`config.mk`:
```
export PLATFORM = sky130hd
export DESIGN_NAME = morse_display_sequencer
export DESIGN_NICKNAME = d
export VERILOG_FILES = /design/src/rtl/morse_display_sequencer.sv
export SDC_FILE = /design/constraint.sdc
export NUM_CORES = 1
export LEC_CHECK = 0
export BUFFER_PORTS_ARGS = -buffer_cell sky130_fd_sc_hd__buf_2
export CORE_UTILIZATION = 47
export DETAILED_ROUTE_END_ITERATION = 7
export GPL_TIMING_DRIVEN = 0
export HOLD_SLACK_MARGIN = 0.12
export PLACE_DENSITY = 0.7
export REMOVE_ABC_BUFFERS = 1
export SLEW_MARGIN = 10
export SYNTH_ARGS = -nofsm -noshare
export SYNTH_HDL_FRONTEND = slang
export SYNTH_SLANG_ARGS = --single-unit
```
`constraint.sdc`:
```
create_clock -name clk -period 4.4 [get_ports clk]
set_clock_uncertainty 0.2 [all_clocks]
set_input_delay 0.22 -clock clk [delete_from_list [all_inputs] [get_ports clk]]
set_output_delay 0.22 -clock clk [all_outputs]
set_load 0.005 [all_outputs]
```
`src/rtl/morse_display_sequencer.sv`:
```
// Character buffer, scroll sequencer and display clock divider for the Morse 7-segment path.
// Characters are packed slot 0 at the MSB end of both buses; char_pos scrolls through filled slots.
module morse_display_sequencer #(
    parameter int DIV_LOG2    = 2,
    parameter int STEP_CYCLES = 25000000,
    parameter int STEP_W      = 25
) (
    input  logic        clk,
    input  logic        reset,
    input  logic        char_valid,
    input  logic [4:0]  char_code,
    input  logic [2:0]  char_len,
    output logic        char_ready,
    input  logic        start,
    input  logic        clear,
    output logic        clk_divider,
    output logic [2:0]  char_pos,
    output logic [39:0] final_seq_of_in,
    output logic [23:0] final_num_of_in,
    output logic [3:0]  char_count,
    output logic        busy,
    output logic        done
);
    typedef enum logic [1:0] {IDLE, SCROLL, HOLD} state_t;

    localparam logic [STEP_W-1:0] STEP_LAST = STEP_W'(STEP_CYCLES - 1);

    state_t              state, state_nxt;
    logic [DIV_LOG2-1:0] div_cnt;
    logic [STEP_W-1:0]   step_cnt, step_nxt;
    logic [2:0]          pos_nxt;
    logic                done_nxt;
    logic [4:0]          slot_code [8];
    logic [2:0]          slot_len  [8];
    logic                wr, start_ok, last_step, final_pos;

    assign char_ready  = (char_count < 4'd8) && !clear && !reset;
    assign wr          = char_valid && char_ready;
    // A start against an empty buffer has nothing to show, so it is dropped.
    assign start_ok    = start && (char_count != 4'd0);
    assign last_step   = (step_cnt == STEP_LAST);
    assign final_pos   = (char_pos == 3'd7) || (({1'b0, char_pos} + 4'd1) >= char_count);
    assign busy        = (state == SCROLL);
    assign clk_divider = div_cnt[DIV_LOG2-1];

    always_ff @(posedge clk) begin
        if (reset) div_cnt <= '0;
        else       div_cnt <= div_cnt + DIV_LOG2'(1);
    end

    always_ff @(posedge clk) begin
        if (reset || clear) begin
            char_count <= 4'd0;
            for (int i = 0; i < 8; i++) begin
                slot_code[i] <= 5'd0;
                slot_len[i]  <= 3'd0;
            end
        end else if (wr) begin
            char_count <= char_count + 4'd1;
            for (int i = 0; i < 8; i++) begin
                if (char_count[2:0] == 3'(i)) begin
                    slot_code[i] <= char_code;
                    slot_len[i]  <= char_len;
                end
            end
        end
    end

    for (genvar i = 0; i < 8; i++) begin : g_pack
        assign final_seq_of_in[39-5*i -: 5] = slot_code[i];
        assign final_num_of_in[23-3*i -: 3] = slot_len[i];
    end

    always_ff @(posedge clk) begin
        if (reset) begin
            state    <= IDLE;
            char_pos <= 3'd0;
            step_cnt <= '0;
            done     <= 1'b0;
        end else begin
            state    <= state_nxt;
            char_pos <= pos_nxt;
            step_cnt <= step_nxt;
            done     <= done_nxt;
        end
    end

    always_comb begin
        state_nxt = state;
        pos_nxt   = char_pos;
        step_nxt  = step_cnt;
        done_nxt  = 1'b0;
        if (clear) begin
            state_nxt = IDLE;
            pos_nxt   = 3'd0;
            step_nxt  = '0;
        end else if (start_ok) begin
            state_nxt = SCROLL;
            pos_nxt   = 3'd0;
            step_nxt  = '0;
        end else begin
            case (state)
                IDLE: pos_nxt = 3'd0;
                SCROLL: begin
                    if (last_step) begin
                        step_nxt = '0;
                        // Last filled slot already shown: park on it rather than wrap.
                        if (final_pos) begin
                            state_nxt = HOLD;
                            done_nxt  = 1'b1;
                        end else begin
                            pos_nxt = char_pos + 3'd1;
                        end
                    end else begin
                        step_nxt = step_cnt + STEP_W'(1);
                    end
                end
                HOLD:    ;
                default: state_nxt = IDLE;
            endcase
        end
    end
endmodule

```
== Word-level counts from Yosys, hierarchy flattened ==
Memories as Yosys holds them, arrays and structs flattened.
Cells that the tools add are included.

* Bits in registers: 37
* RAM bits: 64
* Input port bits: 13
* Output and inout port bits: 75
* Word-level logic and storage cells: 130
* Memories kept: 2

* Add/sub/neg operators: 5
* $lt $le $gt $ge: 2
* Equal/unequal tests: 17
* Mux-type cells: 59
* Bitwise operators: 19
* Reduce and logical (&&, ||, !) cells: 19

{| class="wikitable"
|+ Memory list
! name !! depth !! width !! rd ports !! clocked after memory_dff !! wr ports !! line !! source
|-
| slot_code || 8 || 5 || 8 || 0 || 8 || 33 || <nowiki>logic [4:0] slot_code [8];</nowiki>
|-
| slot_len || 8 || 3 || 8 || 0 || 8 || 34 || <nowiki>logic [2:0] slot_len [8];</nowiki>
|}

{| class="wikitable"
|+ Operators with widths
! operator !! count
|-
| $mux W5 || 8
|-
| $mux W1 || 36
|-
| $mux W3 || 10
|-
| $add A25 B1 Y25 const B || 1
|-
| $eq A25 B25 Y1 const B || 1
|-
| $mux W25 || 1
|-
| $or A1 B1 Y1 || 16
|-
| $eq A3 B3 Y1 const B || 5
|-
| $reduce_and A3 Y1 || 3
|-
| $eq A3 B2 Y1 const B || 2
|-
| $ne A2 B1 Y1 const B || 3
|-
| $ne A3 B1 Y1 const B || 2
|-
| $pmux W3 S2 || 1
|-
| $reduce_or A5 Y1 || 1
|-
| $add A3 B1 Y4 const B || 1
|-
| $add A4 B1 Y4 const B || 1
|-
| $ge A4 B4 Y1 || 1
|-
| $logic_and A1 B1 Y1 || 4
|-
| $lt A4 B4 Y1 const B || 1
|-
| $mux W2 || 2
|-
| $pmux W2 S2 || 1
|-
| $reduce_bool A4 Y1 || 1
|-
| $reduce_or A2 Y1 || 2
|-
| $add A3 B1 Y3 const B || 1
|-
| other kinds (12) || 16
|}

== Logic depth before layout (Yosys ltp) ==
Gate-level depths: netlist of run 1.

* Depth after elaboration: 8
* Depth in mapped cells: 8
* Depth with buffers taken out: 8

== Worst setup path before layout of run 1 ==
OpenSTA, ideal clock, no wires.

* Path kind: register -> register
* From: register char_pos[0]
* To: register char_pos[1]
* Data arrival time: 2.264 ns
* Data required time: 4.126 ns
* Slack: 1.862 ns
* Stages on the path, launching flop included: 9
* Path buffers: 0
* Period minus slack after synthesis: 2.538 ns
* Cells stage by stage: dfxtp_1 ha_1 ha_1 ha_1 or4_1 a21oi_1 nor2_1 or3_1 a31oi_1

* Cells in the longest elaborated chain, start to end: 5
* Elaborated cells between the ends (all ways): 10
* Classes of those cells: add/sub: 2; order compare: 1; eq/ne: 2; mux: 3; reduce/logical: 2

{| class="wikitable"
|+ Ends and longest elaborated chain
! item !! line !! source
|-
| start, declared || 17 || <nowiki>output logic [2:0] char_pos,</nowiki>
|-
| start signal, assigned || 82 || <nowiki>char_pos <= pos_nxt;</nowiki>
|-
| $add A3 B1 Y4 || 42 || <nowiki>assign final_pos = (char_pos == 3'd7) || (({1'b0, char_pos} + 4'd1) >= char_count);</nowiki>
|-
| $ge A4 B4 Y1 || 42 ||
|-
| $logic_or A1 B1 Y1 || 42 ||
|-
| $ne A2 B2 Y1 (no source line) || -- ||
|-
| $reduce_and A3 Y1 (no source line) || -- ||
|}

Several ways; a longest one is shown, not always the timed one. The select of a mux whose other input is x is not followed.
A chain may end at the register's enable or synchronous reset.

==> results.toml, run 1 <==
[layout]
drive_gt1_share_pct = 24.1
nNetsFinal = 490
final_core_utilization_pct = 58.3
highest_count_cells_in_the_layout_ignoring_fill_and_taps = "sky130_fd_sc_hd__buf_2, sky130_fd_sc_hd__edfxtp_1, sky130_fd_sc_hd__and3_1, sky130_fd_sc_hd__dfxtp_1, sky130_fd_sc_hd__nor2_1"
diodes = 0
final_common_cell = "sky130_fd_sc_hd__buf_2"
finalInstanceArea_um2 = 5110
syn_to_final_growth_pct = 19.9

[global_routing]
grt_first_pass_wirelength_mm = 14.3
grt.overflow.total = 0
gr-usage-all-layers_pct = 19.1
number_of_antenna_violations_at_the_first_check_in_global_routing = 0
maximum_number_of_pins_on_one_net_before_global_route_repair = 28
grt_pass1_vias = 2859

[die]
fp.dieH_um = 97.2
initial_standard_cell_utilization_of_the_core_pct = 48.6
die_area_um2 = 9450
top_level_ports = 88
core_area_um2 = 8760
std_cell_rows = 34
die_w_um = 97.2

[worst_setup_path]
crit_path_max_fanout = 27
timing.critical_path.arrival_ns = 3.16
reg2reg_depth = 9
start_kind = "input port"
worstSetupEndpointType = "flop"
critPathRequiredTime_ns = 4.24
crit_type = "input port to flop"

[logic_synthesis]
synth_area_per_cell_um2 = 11.6
synth.area.top_cells = "sky130_fd_sc_hd__edfxtp_1, sky130_fd_sc_hd__dfxtp_1, sky130_fd_sc_hd__and3_1, sky130_fd_sc_hd__and2_1, sky130_fd_sc_hd__ha_1"
synth.largest_area_cell = "sky130_fd_sc_hd__edfxtp_1"
post_synth_instance_area_um2 = 4260
yosysWarnings = 0
ys_seq_area_share_pct = 62.5
post_synth_inst_count = 368
synth_seq_cells = 101
synth_cell_types = 34
post-synth-top-area-fraction_pct = 45.1

[power]
leakage_component_of_the_power_nw = 2.22
internal_power_mw = 1.30
maximum_resistive_drop_on_vdd_mv = 0.195
switch_pwr_mw = 0.424
power_per_cell_area_nw_per_um2 = 338
p_comb_share_pct = 5.9
switching_share_of_total_power_pct = 24.5
share_seq_of_total_power_pct = 60.8
share_clk_of_total_power_pct = 33.3

[clocking]
cts_buffers = 9
h-tree-depth = 3
cts_buffer_depth = 2
tritoncts = "yes"
worstSkewPairLatency_ns = 0.36
cts.repair_timing.setup_buffer_count = 0
clock_slew_at_reported_path_ffs_ns = 0.10
cts_sinks = 101
ctsRootBufferMaster = "sky130_fd_sc_hd__clkbuf_8"

[sta]
timing.final.crit_share_pct = 75.4
report.final.setup_viol = 0
achievable-frequency_mhz = 301
post-route-min-period_ns = 3.32
setup_total_negative_slack_ns = 0
rsz_0062_raised_after_global_routing = "false"
finalHoldViolCount = 0
worst_pin_slew_ns = 0.802
slew_headroom_pct = 46.1
hold_slack_ns = 0.237
slew_violations = 0

[status]
outcome = "complete, no violations"

[routing]
remaining_drc_errors = 0
detailroute.via_count = 3057
detail_route.iter0.violations = 109
avgRoutedWirePerCell_um = 15.5
first_pass_detailed_route_iteration_total = 4
drtAntennaViolNets = 0
viasPerCell = 5.30
wl_mm = 8.93

[worst_hold_path]
worst_hold_path_type = "flop to flop"
min_path_cells = 1

[placed_design]
port_buffers = 87
placedInstanceArea_um2 = 4770
place_hpwl_mm = 6.19
finalWeightedCongestion = 0.788

[flow_run]
drv_cap = 0
[timing repair]
item | 4_1_cts | 5_1_grt
hold endpoints to repair | 61 | 0
hold buffers | 14 | 0
resized for setup | 0 | 0
[critical path: stages]
cell and delay, ns:
sky130_fd_sc_hd__dlygate4sd3_1 0.54, sky130_fd_sc_hd__buf_2 0.14, sky130_fd_sc_hd__nor2_2 0.55, sky130_fd_sc_hd__and3_1 0.61, sky130_fd_sc_hd__and2_1 0.68, sky130_fd_sc_hd__nand2_1 0.12, sky130_fd_sc_hd__nand2_1 0.28
[power groups by stage]
stage	Clock, mW	Sequential, mW	Combinational (mW)
6_report	0.575	1.05	0.101
5_1_grt	0.624	1.05	0.111
4_1_cts	0.584	1.05	0.102
3_5_place_dp	0	1.07	0.0935
3_3_place_gp	0	1.07	0.0901
2_1_floorplan	0	1.08	0.0292
[logic make-up (layout without fill, tap and decap cells)]
family,after synthesis,in the layout,share of synthesized area (%)
AO/OA/AOI/OAI,24,24,3.41
XOR/XNOR,22,22,4.52
adder cells (fa/ha/maj),13,13,3.82
buffers and inverters,23,124,2.12
flip-flops,101,101,62.5
multiplexers,1,1,0.264
AND/OR/NAND/NOR,184,184,23.4
[stage by stage]
| step | setup WS (ns) | instances | power, mW |
|---|---|---|---|
| 2_1_floorplan | 1.86 | 352 | 1.11 |
| 3_5_place_dp | 0.934 | 547 | 1.17 |
| 3_3_place_gp | 1.03 | 547 | 1.16 |
| 5_1_grt | 0.757 | 577 | 1.79 |
| 6_report | 1.08 | 577 | 1.73 |
| 4_1_cts | 0.770 | 577 | 1.74 |
[synthesized netlist by cell type]
cell type and number:
sky130_fd_sc_hd__edfxtp_1 64, sky130_fd_sc_hd__a211oi_1 2, sky130_fd_sc_hd__inv_1 7, sky130_fd_sc_hd__nor4_2 1, sky130_fd_sc_hd__xnor2_1 8, sky130_fd_sc_hd__and4_1 1
sky130_fd_sc_hd__mux2_2 1, sky130_fd_sc_hd__or3_1 5, sky130_fd_sc_hd__nor3_1 6, sky130_fd_sc_hd__nor2_1 33, sky130_fd_sc_hd__or4_1 5, sky130_fd_sc_hd__a21oi_1 9
sky130_fd_sc_hd__nor4_1 1, sky130_fd_sc_hd__ha_1 13, sky130_fd_sc_hd__a31oi_1 4, sky130_fd_sc_hd__nand2b_1 7, sky130_fd_sc_hd__buf_2 3, sky130_fd_sc_hd__nand2_1 31
sky130_fd_sc_hd__nand4_1 9, sky130_fd_sc_hd__o31ai_1 1, sky130_fd_sc_hd__nand3_1 13, sky130_fd_sc_hd__or3b_1 1, sky130_fd_sc_hd__nand3b_1 1, sky130_fd_sc_hd__or4b_2 2
sky130_fd_sc_hd__a21o_1 3, sky130_fd_sc_hd__o211ai_1 2, sky130_fd_sc_hd__and3_2 1, sky130_fd_sc_hd__clkbuf_1 13, sky130_fd_sc_hd__xor2_1 14, sky130_fd_sc_hd__o21ai_0 3
sky130_fd_sc_hd__and2_1 26, sky130_fd_sc_hd__dfxtp_1 37, sky130_fd_sc_hd__and3_1 38, sky130_fd_sc_hd__or2_2 3
[layer usage]
| metal | part of all wire, % | GRT usage [%] | vias up |
|---|---|---|---|
| met5 | 0 | 0 | - |
| met4 | 1.4 | 6.77 | 0 |
| met3 | 5.2 | 4.03 | 12 |
| met2 | 48 | 31.9 | 95 |
| met1 | 45 | 24.7 | 1451 |
| li1 | - | - | 1499 |
[flip-flops by register name (all words and copies together), names as in the netlist]
name / count
char_count: 4
char_pos: 3
div_cnt: 2
done: 1
slot_code: 40
slot_len: 24
state: 2
step_cnt: 25
[worst paths after layout]
| path | start | endpoint | slack [ns] |
|---|---|---|---|
| setup reg to reg | char_pos[0] | state[0] | 1.35 |
| hold / removal | div_cnt[0] | div_cnt[0] | 0.24 |
| hold reg to reg | div_cnt[0] | div_cnt[0] | 0.24 |
| setup / recovery | reset | slot_code[0][8] | 1.08 |
[final cells by class]
class	instances	area, um2
Clock inverter	7	67.6
Timing Repair Buffer	101	576
Sequential cell	101	2660
Inverter	7	26.3
Clock buffer	9	124
Tap cell	108	135
Fill cell	731	3660
Multi-Input combinational cell	244	1520
Note: power is estimated with default switching activity, not from simulation.
==> run 2, diff against run 1 <==
==> constraint.sdc (replaced) <==
create_clock -name clk -period 3.47 [get_ports clk]
set_clock_uncertainty 0.2 [all_clocks]
set_input_delay 0.1735 -clock clk [delete_from_list [all_inputs] [get_ports clk]]
set_output_delay 0.1735 -clock clk [all_outputs]
set_load 0.005 [all_outputs]
==> run 2 against run 1 <==
Net effect:
- wire length down 0.17%
- cell count unchanged
- sequential share of layout area unchanged
- final area unchanged
- first-iteration DRC count down 17%
- largest cell class unchanged
- setup slack worse by 0.66 ns
- flip-flop and latch count unchanged
- global-route usage about the same
- power up 27%
- sequential power up 27%
- register-to-register slack worse by 0.93 ns
- hold slack worse by 0.023 ns
==> results.toml, run 2 (synthesis gave the netlist of run 1 again) <==
[worst_setup_path]
timing.critical_path.to = "state[0]"
crit-reg2reg-capture = "state[0]"
timing.critical_path.arrival_ns = 3.17
worst_setup_path_startpoint = "char_pos[0]"
timing.reg2reg.setup_slack_ns = 0.42
crit_type = "flop to flop"
worstSetupEndpointType = "flop"
start_kind = "flop"
reg2reg_depth = 9
r2r_start = "char_pos[0]"
critPathRequiredTime_ns = 3.58
crit_path_max_fanout = 8

[clocking]
worstSkewPairLatency_ns = 0.36
cts_buffer_depth = 2
tritoncts = "yes"
clock_slew_at_reported_path_ffs_ns = 0.10
cts_buffers = 9
cts-resized-gates = 0
cts.repair_timing.setup_buffer_count = 0
cts_sinks = 101
ctsRootBufferMaster = "sky130_fd_sc_hd__clkbuf_8"
h-tree-depth = 3

[sta]
achievable-frequency_mhz = 328
timing.final.crit_share_pct = 87.9
slew_headroom_pct = 48.1
finalHoldViolCount = 0
slew_violations = 0
post-route-min-period_ns = 3.05
report.final.setup_viol = 0
setup_total_negative_slack_ns = 0
rsz_0062_raised_after_global_routing = "false"
hold_slack_ns = 0.213
worst_pin_slew_ns = 0.773

[routing]
detailroute.via_count = 3044
viasPerCell = 5.28
first_pass_detailed_route_iteration_total = 4
wl_mm = 8.92
detail_route.iter0.violations = 91
avgRoutedWirePerCell_um = 15.5
drtAntennaViolNets = 0
remaining_drc_errors = 0

[power]
switch_pwr_mw = 0.536
leakage_component_of_the_power_nw = 2.22
internal_power_mw = 1.65
p_comb_share_pct = 5.9
switching_share_of_total_power_pct = 24.5
maximum_resistive_drop_on_vdd_mv = 0.247
power_per_cell_area_nw_per_um2 = 429
share_seq_of_total_power_pct = 60.9
p_total_mw = 2.19
share_clk_of_total_power_pct = 33.3

[die]
initial_standard_cell_utilization_of_the_core_pct = 48.6
std_cell_rows = 34
fp.dieH_um = 97.2
top_level_ports = 88
die_area_um2 = 9450
core_area_um2 = 8760
die_w_um = 97.2

[placed_design]
finalWeightedCongestion = 0.788
place_hpwl_mm = 6.19
placedInstanceArea_um2 = 4770
port_buffers = 87

[layout]
drive_gt1_share_pct = 24.1
diodes = 0
final_core_utilization_pct = 58.3
nNetsFinal = 490
highest_count_cells_in_the_layout_ignoring_fill_and_taps = "sky130_fd_sc_hd__buf_2, sky130_fd_sc_hd__edfxtp_1, sky130_fd_sc_hd__and3_1, sky130_fd_sc_hd__dfxtp_1, sky130_fd_sc_hd__nor2_1"
largest_register_ffs = 40
finalInstanceArea_um2 = 5110
final_common_cell = "sky130_fd_sc_hd__buf_2"
syn_to_final_growth_pct = 19.9
largestRegisters = "slot_code: 40 flops, step_cnt: 25 flops, slot_len: 24 flops"
largest_register = "slot_code"

[global_routing]
grt_pass1_vias = 2865
met1_track_usage_gr_pct = 24.8
gr-usage-all-layers_pct = 19.2
grt_first_pass_wirelength_mm = 14.4
grt.overflow.total = 0
maximum_number_of_pins_on_one_net_before_global_route_repair = 28
globalRoute.busiestLayer = "met2"
global_route.usage.met2_pct = 31.9
number_of_antenna_violations_at_the_first_check_in_global_routing = 0
gr-usage-met3_pct = 4.03

[status]
outcome = "complete, no violations"

[worst_hold_path]
worst_hold_path_type = "input port to flop"

[flow_run]
drv_cap = 0
## run 2: worst min-delay path by stage
| stage | start | end | slack, ns | depth (start not counted) |
|---|---|---|---|---|
| after CTS | div_cnt[0] | div_cnt[0] | 0.24 | 1 |
| after detailed placement | reset | div_cnt[0] | 0.18 | 2 |
| final | clear | slot_len[1][11] | 0.21 | 3 |
| after global placement | reset | div_cnt[1] | 0.17 | 2 |
| after floorplan | reset | div_cnt[0] | 0.05 | 1 |
| after global routing | reset | slot_len[1][10] | 0.24 | 3 |
## run 2: metrics by stage
| stage | setup slack [ns] | cells |
|---|---|---|
| after global placement | 0.148 | 547 |
| after global routing | 0.191 | 577 |
| after CTS | 0.403 | 577 |
| final | 0.418 | 577 |
| after detailed placement | 0.0502 | 547 |
| after floorplan | 0.932 | 352 |
## run 2: power by group through the flow
| stage | registers (mW) | logic, mW | clock network (mW) |
|---|---|---|---|
| 2_1_floorplan | 1.37 | 0.0370 | 0 |
| 3_5_place_dp | 1.36 | 0.119 | 0 |
| 6_report | 1.33 | 0.128 | 0.728 |
| 4_1_cts | 1.33 | 0.129 | 0.741 |
| 3_3_place_gp | 1.36 | 0.114 | 0 |
| 5_1_grt | 1.34 | 0.141 | 0.791 |
## run 2: what timing repair did
action / in CTS / in global routing
setup endpoints to repair: 0 / 0
hold buffers: 14 / 0
endpoints found under the hold margin: 74 / 0
## run 2: layer usage
| layer | wire length, um | part of all wire, % | up-vias |
|---|---|---|---|
| met5 | 0 | 0 | - |
| met4 | 132 | 1.5 | 0 |
| met3 | 465 | 5.2 | 12 |
| met2 | 4310 | 48 | 89 |
| met1 | 4010 | 45 | 1445 |
| li1 | - | - | 1498 |
## run 2: critical path: stages, from the launching register on
cell and delay [ns]:
sky130_fd_sc_hd__dfxtp_1 0.39, sky130_fd_sc_hd__ha_1 0.23, sky130_fd_sc_hd__ha_1 0.29, sky130_fd_sc_hd__ha_1 0.27, sky130_fd_sc_hd__or2_2 0.27, sky130_fd_sc_hd__a211oi_1 0.29, sky130_fd_sc_hd__nor2_1 0.18, sky130_fd_sc_hd__a21o_1 0.21
sky130_fd_sc_hd__a21oi_1 0.13, sky130_fd_sc_hd__dlygate4sd3_1 0.55
## run 2: cell type report
type,count,area (um2)
clock buffers,9,124
clock inverters,7,67.6
fillers,732,3660
inverters,7,26.3
multi-input cells,244,1520
flip-flops and latches,101,2660
well taps,108,135
repair buffers,101,576
==> run 3, diff against run 2 <==
--- a/config.mk
+++ b/config.mk
@@ -10,6 +10,7 @@
 export DETAILED_ROUTE_END_ITERATION = 7
 export GPL_TIMING_DRIVEN = 0
 export HOLD_SLACK_MARGIN = 0.12
+export MAX_ROUTING_LAYER = met4
 export PLACE_DENSITY = 0.7
 export REMOVE_ABC_BUFFERS = 1
 export SLEW_MARGIN = 10
==> constraint.sdc (replaced) <==
create_clock -name clk -period 3.2 [get_ports clk]
set_clock_uncertainty 0.2 [all_clocks]
set_input_delay 0.16 -clock clk [delete_from_list [all_inputs] [get_ports clk]]
set_output_delay 0.16 -clock clk [all_outputs]
set_load 0.005 [all_outputs]
==> run 3 against run 2 <==
Net effect:
- sequential power rose by 9%
- maximum frequency grew 0.17%
- power increased by 8.5%
- clock-buffer cell count is the same
- setup slack got worse by 0.26 ns
- die area did not move
- global-route usage is 0.55 points higher
- combinational power up 9%
- critical path depth is the same
- largest cell class unchanged
- highest routed layer unchanged
==> results.toml, run 3 (synthesis gave the netlist of run 1 again) <==
[sta]
finalHoldViolCount = 0
worst_pin_slew_ns = 0.781
slew_violations = 0
slew_headroom_pct = 47.5
post-route-min-period_ns = 3.05
achievable-frequency_mhz = 328
timing.final.crit_share_pct = 95.2
report.final.setup_viol = 0

[layout]
finalInstanceArea_um2 = 5110
diodes = 0
largest_register = "slot_code"
final_core_utilization_pct = 58.4
drive_gt1_share_pct = 24.5
largest_register_ffs = 40
highest_count_cells_in_the_layout_ignoring_fill_and_taps = "sky130_fd_sc_hd__buf_2, sky130_fd_sc_hd__edfxtp_1, sky130_fd_sc_hd__and3_1, sky130_fd_sc_hd__dfxtp_1"
final_common_cell = "sky130_fd_sc_hd__buf_2"
nNetsFinal = 490
syn_to_final_growth_pct = 20.1
largestRegisters = "slot_code: 40 flops, step_cnt: 25 flops, slot_len: 24 flops"

[placed_design]
finalWeightedCongestion = 0.799
place_hpwl_mm = 6.19
port_buffers = 87
placedInstanceArea_um2 = 4770

[clocking]
h-tree-depth = 3
cts_buffers = 9
cts_sinks = 101
tritoncts = "yes"
ctsRootBufferMaster = "sky130_fd_sc_hd__clkbuf_8"
worstSkewPairLatency_ns = 0.36
cts_buffer_depth = 2
clock_slew_at_reported_path_ffs_ns = 0.11

[die]
initial_standard_cell_utilization_of_the_core_pct = 48.6
fp.dieH_um = 97.2
die_area_um2 = 9450
top_level_ports = 88
die_w_um = 97.2
core_area_um2 = 8760
std_cell_rows = 34

[worst_setup_path]
slowest_stage = "sky130_fd_sc_hd__dlygate4sd3_1"
r2r_start = "char_pos[0]"
reg2reg_depth = 9
crit_type = "flop to flop"
path_common_cell = "sky130_fd_sc_hd__ha_1"
crit_path_max_fanout = 8
slowest_delay_ns = 0.55
crit_family = "adder cells"
timing.critical_path.arrival_ns = 3.16
start_kind = "flop"
crit-reg2reg-capture = "state[0]"
timing.reg2reg.setup_slack_ns = 0.15
critPathRequiredTime_ns = 3.31
path_cells = "ha_1 -> ha_1 -> ha_1 -> or4_1 -> a21oi_1 -> nor2_2 -> a21o_1 -> a21oi_1 -> dlygate4sd3_1"
path_buf_inv = 1
worstSetupEndpointType = "flop"

[global_routing]
number_of_antenna_violations_at_the_first_check_in_global_routing = 0
grt_first_pass_wirelength_mm = 14.4
grt.overflow.total = 0
grt_pass1_vias = 2871
gr-usage-all-layers_pct = 19.7
maximum_number_of_pins_on_one_net_before_global_route_repair = 28

[worst_hold_path]
min_delay_worst_endpoint = "slot_len[1][11]"
hold_path_startpoint = "clear"
worst_hold_path_type = "input port to flop"
min_path_cells = 3

[flow_run]
drv_cap = 0

[power]
p_total_mw = 2.37
leakage_component_of_the_power_nw = 2.23
maximum_resistive_drop_on_vdd_mv = 0.268
power_per_cell_area_nw_per_um2 = 464

[routing]
drtAntennaViolNets = 0
avgRoutedWirePerCell_um = 15.5
viasPerCell = 5.29
detailroute.via_count = 3051
detail_route.iter0.violations = 107
first_pass_detailed_route_iteration_total = 4
wl_mm = 8.95
remaining_drc_errors = 0

[status]
outcome = "complete, no violations"
run 3: cell counts in the layout (fill, tap and decap cells not counted):
Identical to the previous run, type by type.
run 3: per-layer routing:
metal,up-vias,share of wire (%),global-route usage [%]
met1,1446,44,24.7
met5,-,0,-
met3,14,5.5,3.81
met4,0,1.4,6.77
met2,94,49,32.1
li1,1497,-,-
run 3: worst min-delay path: cells and delay by family:
family | cells | cell delay, ns
buffers and inverters | 1 | 0.09
and+or+nand+nor | 2 | 0.34
run 3: metrics by stage:
stage	instances	setup slack, ns	hold WS [ns]	TNS, ns
3_5_place_dp	547	-0.206	0.170	-4.48
4_1_cts	577	0.133	0.237	0
2_1_floorplan	352	0.662	0.0324	0
3_3_place_gp	547	-0.108	0.156	-2.53
5_1_grt	577	-0.0206	0.225	-0.0206
6_report	577	0.154	0.199	0
run 3: area by class of cell:
| type | count | area [um2] |
|---|---|---|
| timing repair buffer | 101 | 576 |
| fill | 734 | 3650 |
| sequential | 101 | 2660 |
| inverter | 7 | 26.3 |
| multi-input combinational | 244 | 1520 |
| clock buffer | 9 | 124 |
| clock inverter | 7 | 67.6 |
| tap | 108 | 135 |
run 3: worst max path at each step:
stage	start	endpoint	slack, ns	depth (start not counted)
4_1_cts	char_pos[0]	state[0]	0.13	9
3_5_place_dp	reset	slot_code[0][0]	-0.21	6
6_report	char_pos[0]	state[0]	0.15	9
2_1_floorplan	char_pos[0]	char_pos[1]	0.66	8
5_1_grt	char_pos[0]	state[0]	-0.02	9
3_3_place_gp	reset	slot_code[0][9]	-0.11	6
run 3: what timing repair did:
action	in CTS	in global routing
setup endpoints to repair	0	1
buffers inserted	0	0
hold buffers	14	0
gates resized for setup	0	2
endpoints found under the hold margin	79	0
run 3: report_power, final:
group	internal (mW)	switching (mW)
Clock	0.305	0.485
Combinational	0.0576	0.0818
Sequential	1.43	0.0155
